==> config.mk <==
export PLATFORM = sky130hd
export DESIGN_NAME = func_sweep_ctrl
export DESIGN_NICKNAME = d
export VERILOG_FILES = /design/src/rtl/func_sweep_ctrl.sv
export SDC_FILE = /design/constraint.sdc
export NUM_CORES = 1
export LEC_CHECK = 0
export CORE_UTILIZATION = 45
export DETAILED_ROUTE_END_ITERATION = 8
export HOLD_SLACK_MARGIN = 0.15
export PLACE_DENSITY_LB_ADDON = 0.05
export SLEW_MARGIN = 25
export SYNTH_ARGS = -nofsm -noshare
export SYNTH_HDL_FRONTEND = slang
export SYNTH_SLANG_ARGS = --single-unit
==> constraint.sdc <==
create_clock -name emu_clk -period 10.8 [get_ports emu_clk]
set_clock_uncertainty 0.2 [all_clocks]
set_input_delay 2.16 -clock emu_clk [delete_from_list [all_inputs] [get_ports emu_clk]]
set_output_delay 2.16 -clock emu_clk [all_outputs]
set_load 0.1 [all_outputs]
==> src/rtl/func_sweep_ctrl.sv <==
// Sweep sequencer for a function-approximation datapath: steps a signed input across a range,
// settles, samples the output against a reference and accumulates error statistics.
module func_sweep_ctrl #(
  parameter int IN_W   = 18,
  parameter int OUT_W  = 18,
  parameter int SETTLE = 16,
  parameter int ACC_W  = 48,
  parameter int CNT_W  = 16
) (
  input  logic                    emu_clk,
  input  logic                    emu_rst_n,
  input  logic                    start,
  input  logic signed [IN_W-1:0]  sweep_start,
  input  logic signed [IN_W-1:0]  sweep_stop,
  input  logic        [IN_W-2:0]  sweep_step,
  input  logic        [OUT_W-1:0] err_tol,
  output logic signed [IN_W-1:0]  func_in,
  input  logic signed [OUT_W-1:0] func_out,
  input  logic signed [OUT_W-1:0] expct,
  output logic                    busy,
  output logic                    done,
  output logic        [CNT_W-1:0] n_samp,
  output logic        [ACC_W-1:0] sum_err_sq,
  output logic        [OUT_W-1:0] max_abs_err,
  output logic                    acc_ovf,
  output logic                    pass
);

  localparam int SQ_W  = 2*OUT_W + 2;
  localparam int SUM_W = ((ACC_W > SQ_W) ? ACC_W : SQ_W) + 1;
  localparam int SC_W  = (SETTLE > 1) ? $clog2(SETTLE) : 1;

  typedef enum logic [2:0] {S_IDLE, S_SETTLE, S_SAMPLE, S_STEP, S_DONE} state_t;

  state_t                   state_q, state_d;
  logic signed [IN_W-1:0]   stop_q, stop_d;
  logic        [IN_W-2:0]   step_q, step_d;
  logic        [OUT_W-1:0]  tol_q, tol_d;
  logic signed [IN_W-1:0]   func_in_q, func_in_d;
  logic        [SC_W-1:0]   cnt_q, cnt_d;
  logic                     busy_q, busy_d;
  logic        [CNT_W-1:0]  n_samp_q, n_samp_d;
  logic        [ACC_W-1:0]  sum_q, sum_d;
  logic        [OUT_W-1:0]  max_q, max_d;
  logic                     ovf_q, ovf_d;
  logic                     pass_q, pass_d;

  logic signed [OUT_W:0]    diff;
  logic        [OUT_W:0]    abs_v;
  logic        [OUT_W-1:0]  abs_clip;
  logic        [SQ_W-1:0]   sq;
  logic        [SUM_W-1:0]  sum_ext;
  logic signed [IN_W:0]     nxt;
  logic                     stop_hit;

  always_comb begin
    state_d   = state_q;
    stop_d    = stop_q;
    step_d    = step_q;
    tol_d     = tol_q;
    func_in_d = func_in_q;
    cnt_d     = cnt_q;
    busy_d    = busy_q;
    n_samp_d  = n_samp_q;
    sum_d     = sum_q;
    max_d     = max_q;
    ovf_d     = ovf_q;
    pass_d    = pass_q;

    diff     = $signed({expct[OUT_W-1], expct}) - $signed({func_out[OUT_W-1], func_out});
    abs_v    = diff[OUT_W] ? -diff : diff;
    abs_clip = abs_v[OUT_W] ? '1 : abs_v[OUT_W-1:0];
    sq       = SQ_W'(abs_v) * SQ_W'(abs_v);
    sum_ext  = SUM_W'(sum_q) + SUM_W'(sq);
    nxt      = $signed({func_in_q[IN_W-1], func_in_q}) + $signed({2'b00, step_q});
    // Out of IN_W range shows up as the two top bits disagreeing.
    stop_hit = (nxt > $signed({stop_q[IN_W-1], stop_q})) || (nxt[IN_W] ^ nxt[IN_W-1]);

    unique case (state_q)
      S_IDLE: begin
        if (start) begin
          stop_d   = sweep_stop;
          step_d   = sweep_step;
          tol_d    = err_tol;
          n_samp_d = '0;
          sum_d    = '0;
          max_d    = '0;
          ovf_d    = 1'b0;
          pass_d   = 1'b0;
          busy_d   = 1'b1;
          if (sweep_start <= sweep_stop) begin
            func_in_d = sweep_start;
            cnt_d     = SC_W'(SETTLE - 1);
            state_d   = S_SETTLE;
          end else begin
            state_d = S_DONE;
          end
        end
      end
      S_SETTLE: begin
        if (cnt_q == '0) state_d = S_SAMPLE;
        else             cnt_d   = cnt_q - 1'b1;
      end
      S_SAMPLE: begin
        if (|sum_ext[SUM_W-1:ACC_W]) begin
          sum_d = '1;
          ovf_d = 1'b1;
        end else begin
          sum_d = sum_ext[ACC_W-1:0];
        end
        if (abs_clip > max_q) max_d = abs_clip;
        if (&n_samp_q) ovf_d    = 1'b1;
        else           n_samp_d = n_samp_q + 1'b1;
        state_d = S_STEP;
      end
      S_STEP: begin
        if (stop_hit) begin
          // Statistics are final here, so pass is already valid during the done pulse.
          pass_d  = (n_samp_q != '0) && (max_q <= tol_q) && !ovf_q;
          state_d = S_DONE;
        end else begin
          func_in_d = nxt[IN_W-1:0];
          cnt_d     = SC_W'(SETTLE - 1);
          state_d   = S_SETTLE;
        end
      end
      S_DONE: begin
        busy_d  = 1'b0;
        state_d = S_IDLE;
      end
      default: state_d = S_IDLE;
    endcase
  end

  always_ff @(posedge emu_clk) begin
    if (!emu_rst_n) begin
      state_q   <= S_IDLE;
      stop_q    <= '0;
      step_q    <= '0;
      tol_q     <= '0;
      func_in_q <= '0;
      cnt_q     <= '0;
      busy_q    <= 1'b0;
      n_samp_q  <= '0;
      sum_q     <= '0;
      max_q     <= '0;
      ovf_q     <= 1'b0;
      pass_q    <= 1'b0;
    end else begin
      state_q   <= state_d;
      stop_q    <= stop_d;
      step_q    <= step_d;
      tol_q     <= tol_d;
      func_in_q <= func_in_d;
      cnt_q     <= cnt_d;
      busy_q    <= busy_d;
      n_samp_q  <= n_samp_d;
      sum_q     <= sum_d;
      max_q     <= max_d;
      ovf_q     <= ovf_d;
      pass_q    <= pass_d;
    end
  end

  assign func_in     = func_in_q;
  assign busy        = busy_q;
  assign done        = (state_q == S_DONE);
  assign n_samp      = n_samp_q;
  assign sum_err_sq  = sum_q;
  assign max_abs_err = max_q;
  assign acc_ovf     = ovf_q;
  assign pass        = pass_q;

endmodule

=== Yosys cells after proc, flatten, opt, wreduce, memory -nomap -nowiden ===
Cells that the tools add are included.

* Flip-flop bits (word level): 163
* Input port bits: 110
* Logic and storage cells: 92

* $add $sub $neg: 6
* Eq/ne operators: 13
* Multiply operators: 1
* Multiplexer cells: 33
* Reduce and logical (&&, ||, !) cells: 22
* Bitwise gates (word level): 1
* $lt $le $gt $ge: 4

{| class="wikitable"
|+ Operator list
! cell !! number
|-
| $mux W18 || 6
|-
| $mux W48 || 2
|-
| $pmux W48 S2 || 1
|-
| $pmux W18 S2 || 2
|-
| $add A48 B38 Y49 || 1
|-
| $mul A19 B19 Y38 || 1
|-
| $le A18 B18 Y1 || 2
|-
| $mux W16 || 2
|-
| $pmux W16 S2 || 1
|-
| $add A18 B18 Y19 || 1
|-
| $gt A19 B18 Y1 || 1
|-
| $mux W19 || 1
|-
| $neg A19 Y19 || 1
|-
| $sub A18 B18 Y19 || 1
|-
| $gt A18 B18 Y1 || 1
|-
| $add A16 B1 Y16 const B || 1
|-
| $mux W4 || 4
|-
| $ne A2 B2 Y1 const B || 8
|-
| $reduce_and A16 Y1 || 1
|-
| $reduce_bool A16 Y1 || 1
|-
| $mux W3 || 4
|-
| $pmux W3 S4 || 1
|-
| $pmux W4 S3 || 1
|-
| $reduce_and A3 Y1 || 4
|-
| other kinds (18) || 31
|}

=== Logic depth before layout (Yosys ltp) ===
Gate-level depths: netlist of run 1.

* Depth in word-level cells: 8
* Mapped depth: 41
* Mapped depth without buffers: 39

=== Least setup slack after synthesis of run 1 ===
No wires, ideal clock.

* Kind: in2reg
* Start: input port expct[0]
* End: register sum_q[17], in the netlist sum_err_sq[17]
* Buffers on the path: 3
* Data required time: 10458 ps
* Path slack: -965 ps
* Stages on the path: 35
* Arrival: 11423 ps
* Cell sequence: inv_1 ha_1 inv_1 fa_1 a211oi_2 nor2_1 xor2_1 nand4bb_1 or4b_4 nor4_4 or4b_1 buf_2 buf_2 nor2_1 inv_1 fa_1 fa_1 inv_1 fa_1 fa_1 fa_1 inv_1 fa_1 inv_1 fa_1 ha_1 a21o_1 a21oi_1 o211ai_1 a211oi_1 nor2_1 a211oi_1 or2_0 clkbuf_1 a311oi_1

* Cells in the longest elaborated chain, start to end: 7

{| class="wikitable"
|+ RTL lines
! what !! line !! source
|-
| start: declaration || 19 || <nowiki>input logic signed [OUT_W-1:0] expct,</nowiki>
|-
| $sub A18 B18 Y19 * || 70 || <nowiki>diff = $signed({expct[OUT_W-1], expct}) - $signed({func_out[OUT_W-1], func_out});</nowiki>
|-
| $neg A19 Y19 || 71 || <nowiki>abs_v = diff[OUT_W] ? -diff : diff;</nowiki>
|-
| $mux W19 * || 71 ||
|-
| $mul A19 B19 Y38 * || 73 || <nowiki>sq = SQ_W'(abs_v) * SQ_W'(abs_v);</nowiki>
|-
| $add A48 B38 Y49 * || 74 || <nowiki>sum_ext = SUM_W'(sum_q) + SUM_W'(sq);</nowiki>
|-
| $mux W48 * || 105 || <nowiki>if (|sum_ext[SUM_W-1:ACC_W]) begin</nowiki>
|-
| $pmux W48 S2 * || 79 || <nowiki>unique case (state_q)</nowiki>
|-
| end signal: assignment || 158 || <nowiki>sum_q <= sum_d;</nowiki>
|-
| end: declaration || 43 || <nowiki>logic [ACC_W-1:0] sum_q, sum_d;</nowiki>
|}

Mark *: on every way between the ends. The rest lies on a longest branch, timed or not.
A chain may end at the register's enable or synchronous reset.

=== Final worst setup path of run 1 ===
* Start: input port expct[0]
* End: register sum_q[41], in the netlist sum_err_sq[41]

Same word-level chain as after synthesis.

==> results of run 1 <==
-- flip-flops by register name, summed over array words and instances, names as in the netlist --
signal,count
cnt_q,4
acc_ovf,1
stop_q,18
sum_err_sq,48
pass,1
max_abs_err,18
step_q,17
tol_q,18
n_samp,16
busy,1
func_in,18
state_q,3
-- per-stage QoR --
step	setup slack [ns]	hold WS (ns)	std cells	util (%)	TNS, ns
after CTS	-0.351	0.258	3756	59.3	-13.90
after global placement	-1.18	0.244	3706	57.1	-49.61
after floorplan	-0.124	0.236	2629	-	-3.18
after global routing	-0.665	0.275	3774	60.8	-30.05
after detailed placement	-1.43	0.248	3706	57.1	-62.39
final	-0.382	0.258	3774	60.8	-15.37
-- cells by family after synthesis --
family,after synthesis,share of synthesized area [%]
and+or+nand+nor,689,14.0
buffers and inverters,619,10.8
adders and majority gates,528,40.2
AOI/OAI and AO/OA,503,15.1
DFF,163,15.0
xor gates and xnor gates,105,4.32
muxes,9,0.432
other,2,0.0346
-- worst min-delay path, stage by stage, from the launching register on --
cell and delay [ns]:
sky130_fd_sc_hd__dfxtp_1 0.31, sky130_fd_sc_hd__nand2_1 0.05, sky130_fd_sc_hd__a21oi_1 0.05
-- worst paths after layout --
kind         startpoint        endpoint  slack [ns]  cells past startpoint
max            expct[0]  sum_err_sq[41]       -0.38                     37
min           stop_q[6]       stop_q[6]        0.26                      2
min reg2reg   stop_q[6]       stop_q[6]        0.26                      2
max reg2reg  func_in[0]        cnt_q[3]        5.21                     19
-- metal layers --
metal	part of all wire, %	up-vias
met5	0	-
li1	-	9540
met3	5.0	87
met4	2.5	0
met2	48	487
met1	45	9653
-- layout make-up --
type	count	area [µm²]
Antenna cell	1	2.50
Clock buffer	20	437
Clock inverter	12	179
Fill cell	4354	18700
Inverter	528	2010
Multi-Input combinational cell	1847	17200
Sequential cell	163	3260
Tap cell	615	769
Timing Repair Buffer	588	5070
-- timing repair --
item	in CTS	in global routing
gates resized for setup	85	144
endpoints found under the setup margin	49	49
pin swaps	36	109
setup buffers	18	17
hold endpoints to repair	0	0
-- synthesized netlist by cell type, types with 13 or more instances --
| cell type | n |
|---|---|
| sky130_fd_sc_hd__inv_1 | 521 |
| sky130_fd_sc_hd__nand2_1 | 290 |
| sky130_fd_sc_hd__fa_1 | 284 |
| sky130_fd_sc_hd__ha_1 | 244 |
| sky130_fd_sc_hd__nor2_1 | 203 |
| sky130_fd_sc_hd__a21oi_1 | 186 |
| sky130_fd_sc_hd__dfxtp_1 | 163 |
| sky130_fd_sc_hd__clkbuf_1 | 81 |
| sky130_fd_sc_hd__o21ai_0 | 64 |
| sky130_fd_sc_hd__a21o_1 | 62 |
| sky130_fd_sc_hd__xnor2_1 | 59 |
| sky130_fd_sc_hd__xor2_1 | 45 |
| sky130_fd_sc_hd__nand3_1 | 44 |
| sky130_fd_sc_hd__nor3_1 | 38 |
| sky130_fd_sc_hd__a311oi_1 | 36 |
| sky130_fd_sc_hd__a211oi_1 | 23 |
| sky130_fd_sc_hd__nand4_1 | 21 |
| sky130_fd_sc_hd__a22o_1 | 20 |
| sky130_fd_sc_hd__a31oi_1 | 18 |
| sky130_fd_sc_hd__and3_1 | 16 |
| sky130_fd_sc_hd__o21a_1 | 13 |
==> metrics.txt, run 1 <==
# TYPE chip_impl_metric gauge
chip_impl_metric{name="timing.critical_path.buf_inv",unit=""} 9
chip_impl_info{name="layout.cells.most_common",value="sky130_fd_sc_hd__inv_1"} 1
chip_impl_metric{name="remaining_drc_errors",unit=""} 0
chip_impl_metric{name="netlist_instances",unit=""} 2618
chip_impl_metric{name="critical_path_peak_fanout",unit=""} 8
chip_impl_info{name="layout.cells.most_common_list",value="sky130_fd_sc_hd__inv_1 (497), sky130_fd_sc_hd__buf_4 (350), sky130_fd_sc_hd__nand2_1 (285)"} 1
chip_impl_info{name="worstHoldPathType",value="reg -> reg"} 1
chip_impl_metric{name="routed_via_density",unit=""} 5.24
chip_impl_metric{name="timing.final.hold_violations",unit=""} 0
chip_impl_metric{name="globalRoute.totalOverflow",unit=""} 0
chip_impl_metric{name="fp-row-count",unit=""} 80
chip_impl_metric{name="clk_transition_reported_paths",unit="ns"} 0.07
chip_impl_metric{name="postLayoutCellArea",unit="µm²"} 28900
chip_impl_info{name="slowest_stage",value="sky130_fd_sc_hd__fa_2"} 1
chip_impl_info{name="violations",value="setup timing"} 1
chip_impl_metric{name="timing.final.setup_violations",unit=""} 49
chip_impl_info{name="rsz0062_at_grt",value="yes"} 1
chip_impl_metric{name="postSynthRegisterBits",unit=""} 163
chip_impl_metric{name="design.portCount",unit=""} 214
chip_impl_metric{name="wl_per_cell",unit="µm"} 17.4
chip_impl_metric{name="finalWeightedCongestion",unit=""} 0.890
chip_impl_info{name="tritoncts_clock_tree",value="yes"} 1
chip_impl_metric{name="synth_sequential_area_ratio",unit="%"} 15.0
chip_impl_metric{name="grt_max_degree",unit=""} 68
chip_impl_metric{name="yosysUniqueCellTypes",unit=""} 84
chip_impl_info{name="critical_path_class",value="in -> reg"} 1
chip_impl_metric{name="via_count_of_the_first_global_routing_pass",unit=""} 20100
chip_impl_metric{name="routed-via-count",unit=""} 19800
chip_impl_metric{name="chipWidth",unit="µm"} 222
chip_impl_metric{name="fmax",unit="MHz"} 89.4
chip_impl_metric{name="mappedNetlistArea",unit="µm²"} 21700
chip_impl_metric{name="number_of_clock_sinks_seen_by_cts",unit=""} 163
chip_impl_metric{name="relSlewSlack",unit="%"} 25.3
chip_impl_info{name="cp-end-kind",value="flop"} 1
chip_impl_info{name="ys.flop_type",value="sky130_fd_sc_hd__dfxtp_1"} 1
chip_impl_metric{name="dieArea",unit="µm²"} 49200
chip_impl_info{name="outcome",value="finished with violations"} 1
chip_impl_metric{name="final_nets",unit=""} 3783
chip_impl_metric{name="yosysTopAreaCellShare",unit="%"} 26.2
chip_impl_metric{name="syn_to_final_growth",unit="%"} 33.3
chip_impl_metric{name="period_needed",unit="ns"} 11.18
chip_impl_metric{name="final.period_utilization",unit="%"} 104
chip_impl_info{name="startpoint_type",value="input port"} 1
chip_impl_metric{name="placeableCoreArea",unit="µm²"} 47600
chip_impl_metric{name="grt_use_total",unit="%"} 27.3
chip_impl_metric{name="die_height",unit="µm"} 222
chip_impl_metric{name="synth-warning-count",unit=""} 0
chip_impl_metric{name="cap_violations",unit=""} 0
chip_impl_metric{name="initialDrtViolationCount",unit=""} 1120
chip_impl_metric{name="placed_wire_length_estimate_after_detailed_placement",unit="µm"} 54700
chip_impl_metric{name="global_routing_met1_resource_utilization",unit="%"} 37.2
chip_impl_metric{name="initial_drt_pass_iterations",unit=""} 7
chip_impl_metric{name="met2_usage",unit="%"} 44.7
chip_impl_metric{name="clk_latency",unit="ns"} 0.45
chip_impl_info{name="critical_path.top_delay_family",value="adder cells"} 1
chip_impl_metric{name="wire_length_of_the_first_global_routing_pass",unit="µm"} 106000
chip_impl_metric{name="tritoncts.num_buffers",unit=""} 17
chip_impl_metric{name="final_layout_size_suffix_gt1_share",unit="%"} 19.7
chip_impl_metric{name="critical_path_s_largest_stage_delay",unit="ns"} 0.59
chip_impl_info{name="synth_top_cells_by_area",value="sky130_fd_sc_hd__fa_1 (26%), sky130_fd_sc_hd__dfxtp_1 (15%), sky130_fd_sc_hd__ha_1 (14%)"} 1
chip_impl_metric{name="antenna_found_initial",unit=""} 1
chip_impl_metric{name="post_synth_edffs",unit=""} 0
chip_impl_metric{name="start_util",unit="%"} 45.6
chip_impl_metric{name="timing.final.ws_setup",unit="ns"} -0.382
chip_impl_metric{name="gr-usage-met3",unit="%"} 4.12
chip_impl_metric{name="worst_ep_required_time",unit="ns"} 10.89
chip_impl_info{name="synth_top_area_cell",value="sky130_fd_sc_hd__fa_1"} 1
chip_impl_info{name="globalRoute.busiestLayer",value="met2"} 1
chip_impl_metric{name="worst-slew-pin-transition",unit="ns"} 1.12
chip_impl_metric{name="postSynthAreaPerCell",unit="µm²"} 8.30
chip_impl_info{name="clock-root-buffer",value="sky130_fd_sc_hd__clkbuf_16"} 1
chip_impl_metric{name="timing.critical_path.arrival",unit="ns"} 11.27
chip_impl_metric{name="post_dp_cell_area",unit="µm²"} 27200
chip_impl_metric{name="cts.path.max_buffers",unit=""} 2
chip_impl_metric{name="ant_nets",unit=""} 0
chip_impl_metric{name="hold_bufs_inserted_after_cts",unit=""} 0
chip_impl_metric{name="postRouteWirelength",unit="µm"} 65800
chip_impl_metric{name="cts_htree_levels",unit=""} 4
chip_impl_metric{name="io_buffers",unit=""} 213
chip_impl_metric{name="maxSlewViolCount",unit=""} 0
chip_impl_metric{name="synth_async_sr_flop_share",unit="%"} 0
Power of run 1 is not shown: default switching activity piles up to over one toggle a cycle in this logic, so the estimate is an artifact.
==> inputs of run 2 (changes only) <==
--- a/config.mk
+++ b/config.mk
@@ -9,6 +9,7 @@
 export DETAILED_ROUTE_END_ITERATION = 8
 export HOLD_SLACK_MARGIN = 0.15
 export PLACE_DENSITY_LB_ADDON = 0.05
+export SKIP_CTS_REPAIR_TIMING = 1
 export SLEW_MARGIN = 25
 export SYNTH_ARGS = -nofsm -noshare
 export SYNTH_HDL_FRONTEND = slang
==> run 2 against run 1 <==
  * The run still ends with setup timing left
  * Flip-flop and latch count is the same
  * Via count grew 0.14%
  * Design area shrank 0.31%
  * Hold slack is essentially flat
  * Critical path depth grew 1
  * Final cell count shrank 0.19%
  * Worst setup slack gained 0.0054 ns
  * Utilization shrank 0.19 points
  * Sequential share of layout area is essentially flat
  * Non-clock buffer count shrank 7
  * Die area is the same
  * Largest cell class unchanged
  * Highest routed layer is now met5
==> metrics.txt, run 2 (synthesis results as in run 1) <==
# TYPE chip_impl_metric gauge
chip_impl_info{name="worstHoldPathType",value="reg -> reg"} 1
chip_impl_metric{name="timing.final.ws_setup",unit="ns"} -0.377
chip_impl_metric{name="antenna_found_initial",unit=""} 2
chip_impl_metric{name="wire_length_of_the_first_global_routing_pass",unit="µm"} 105000
chip_impl_metric{name="number_of_clock_sinks_seen_by_cts",unit=""} 163
chip_impl_metric{name="fmax",unit="MHz"} 89.5
chip_impl_metric{name="postRouteWirelength",unit="µm"} 65800
chip_impl_metric{name="remaining_drc_errors",unit=""} 0
chip_impl_metric{name="grt_max_degree",unit=""} 68
chip_impl_metric{name="timing.critical_path.arrival",unit="ns"} 11.33
chip_impl_metric{name="critical_path_peak_fanout",unit=""} 8
chip_impl_metric{name="worst_ep_required_time",unit="ns"} 10.96
chip_impl_metric{name="cap_violations",unit=""} 0
chip_impl_metric{name="clk_latency",unit="ns"} 0.45
chip_impl_metric{name="grt_use_total",unit="%"} 27.1
chip_impl_metric{name="maxSlewViolCount",unit=""} 0
chip_impl_metric{name="worst-r2r-setup-slack",unit="ns"} 5.21
chip_impl_info{name="tritoncts_clock_tree",value="yes"} 1
chip_impl_metric{name="fp-row-count",unit=""} 80
chip_impl_metric{name="design.portCount",unit=""} 214
chip_impl_metric{name="cts.path.max_buffers",unit=""} 2
chip_impl_info{name="outcome",value="finished with violations"} 1
chip_impl_info{name="layout.cells.most_common_list",value="sky130_fd_sc_hd__inv_1 (503), sky130_fd_sc_hd__buf_4 (347), sky130_fd_sc_hd__nand2_1 (281)"} 1
chip_impl_info{name="slowest_stage",value="sky130_fd_sc_hd__fa_2"} 1
chip_impl_metric{name="io_buffers",unit=""} 213
chip_impl_metric{name="syn_to_final_growth",unit="%"} 32.9
chip_impl_metric{name="final_nets",unit=""} 3776
chip_impl_metric{name="tritoncts.num_buffers",unit=""} 17
chip_impl_metric{name="timing.final.hold_violations",unit=""} 0
chip_impl_metric{name="final_layout_size_suffix_gt1_share",unit="%"} 19.6
chip_impl_info{name="violations",value="setup timing"} 1
chip_impl_metric{name="period_needed",unit="ns"} 11.18
chip_impl_metric{name="wl_per_cell",unit="µm"} 17.5
chip_impl_info{name="clock-root-buffer",value="sky130_fd_sc_hd__clkbuf_16"} 1
chip_impl_metric{name="finalWeightedCongestion",unit=""} 0.890
chip_impl_metric{name="initial_drt_pass_iterations",unit=""} 8
chip_impl_metric{name="via_count_of_the_first_global_routing_pass",unit=""} 19900
chip_impl_metric{name="critical_path_s_largest_stage_delay",unit="ns"} 0.57
chip_impl_metric{name="final.period_utilization",unit="%"} 103
chip_impl_metric{name="die_height",unit="µm"} 222
chip_impl_metric{name="fillerInstances",unit=""} 4395
chip_impl_info{name="layout.cells.most_common",value="sky130_fd_sc_hd__inv_1"} 1
chip_impl_metric{name="globalRoute.totalOverflow",unit=""} 0
chip_impl_metric{name="dieArea",unit="µm²"} 49200
chip_impl_metric{name="ant_nets",unit=""} 0
chip_impl_info{name="cp-end-kind",value="flop"} 1
chip_impl_metric{name="relSlewSlack",unit="%"} 25.5
chip_impl_metric{name="timing.final.setup_violations",unit=""} 49
chip_impl_metric{name="cts_htree_levels",unit=""} 4
chip_impl_metric{name="start_util",unit="%"} 45.6
chip_impl_metric{name="routed-via-count",unit=""} 19800
chip_impl_metric{name="largest_register_ff_count",unit=""} 48
chip_impl_metric{name="chipWidth",unit="µm"} 222
chip_impl_metric{name="routed_via_density",unit=""} 5.25
chip_impl_metric{name="utilization",unit="%"} 60.6
chip_impl_info{name="rsz0062_at_grt",value="yes"} 1
chip_impl_metric{name="hold-worst-slack",unit="ns"} 0.258
chip_impl_info{name="startpoint_type",value="input port"} 1
chip_impl_metric{name="clk_transition_reported_paths",unit="ns"} 0.07
chip_impl_metric{name="placed_wire_length_estimate_after_detailed_placement",unit="µm"} 54700
chip_impl_metric{name="initialDrtViolationCount",unit=""} 1106
chip_impl_info{name="critical_path_class",value="in -> reg"} 1
chip_impl_metric{name="worst-slew-pin-transition",unit="ns"} 1.11
chip_impl_metric{name="placeableCoreArea",unit="µm²"} 47600
[run 2: layer usage]
| layer | part of all wire [%] | track usage, % | vias up |
|---|---|---|---|
| met5 | 0.020 | 0 | - |
| met4 | 2.6 | 8.60 | 2 |
| met3 | 4.6 | 3.94 | 101 |
| met2 | 48 | 44.1 | 478 |
| met1 | 45 | 37.2 | 9682 |
| li1 | - | - | 9532 |
[run 2: metrics by stage]
stage | setup WS [ns] | setup TNS, ns | cell area (µm²) | cells
finish | -0.377 | -14.25 | 28900 | 3767
global route | -0.698 | -29.96 | 28900 | 3767
CTS | -0.984 | -40.39 | 27800 | 3738
detailed placement | -1.43 | -62.39 | 27200 | 3706
global placement | -1.18 | -49.61 | 27200 | 3706
floorplan | -0.124 | -3.18 | 22100 | 2629
[run 2: final timing paths]
path,start,to,cells past startpoint
max,expct[0],sum_err_sq[41],38
min reg2reg,stop_q[6],stop_q[6],2
min,stop_q[6],stop_q[6],2
max reg2reg,func_in[0],cnt_q[3],19
[run 2: cell type report]
class	count	area (µm²)	area share (%)
multi-input combinational	1847	17200	59.5
tap	615	769	2.67
timing repair buffer	581	5030	17.4
sequential	163	3260	11.3
clock inverter	12	179	0.620
antenna	1	2.50	0.00867
clock buffer	20	437	1.51
inverter	528	2000	6.94
[run 2: critical path, delay by kind of cell]
| kind | cells | cell delay, ns |
|---|---|---|
| buffers and inverters | 11 | 1.06 |
| xor gates and xnor gates | 2 | 0.33 |
| and+or+nand+nor | 4 | 1.17 |
| adders and majority gates | 10 | 4.42 |
| AOI/OAI and AO/OA | 11 | 2.21 |
Power of run 2 is left out for the same reason.
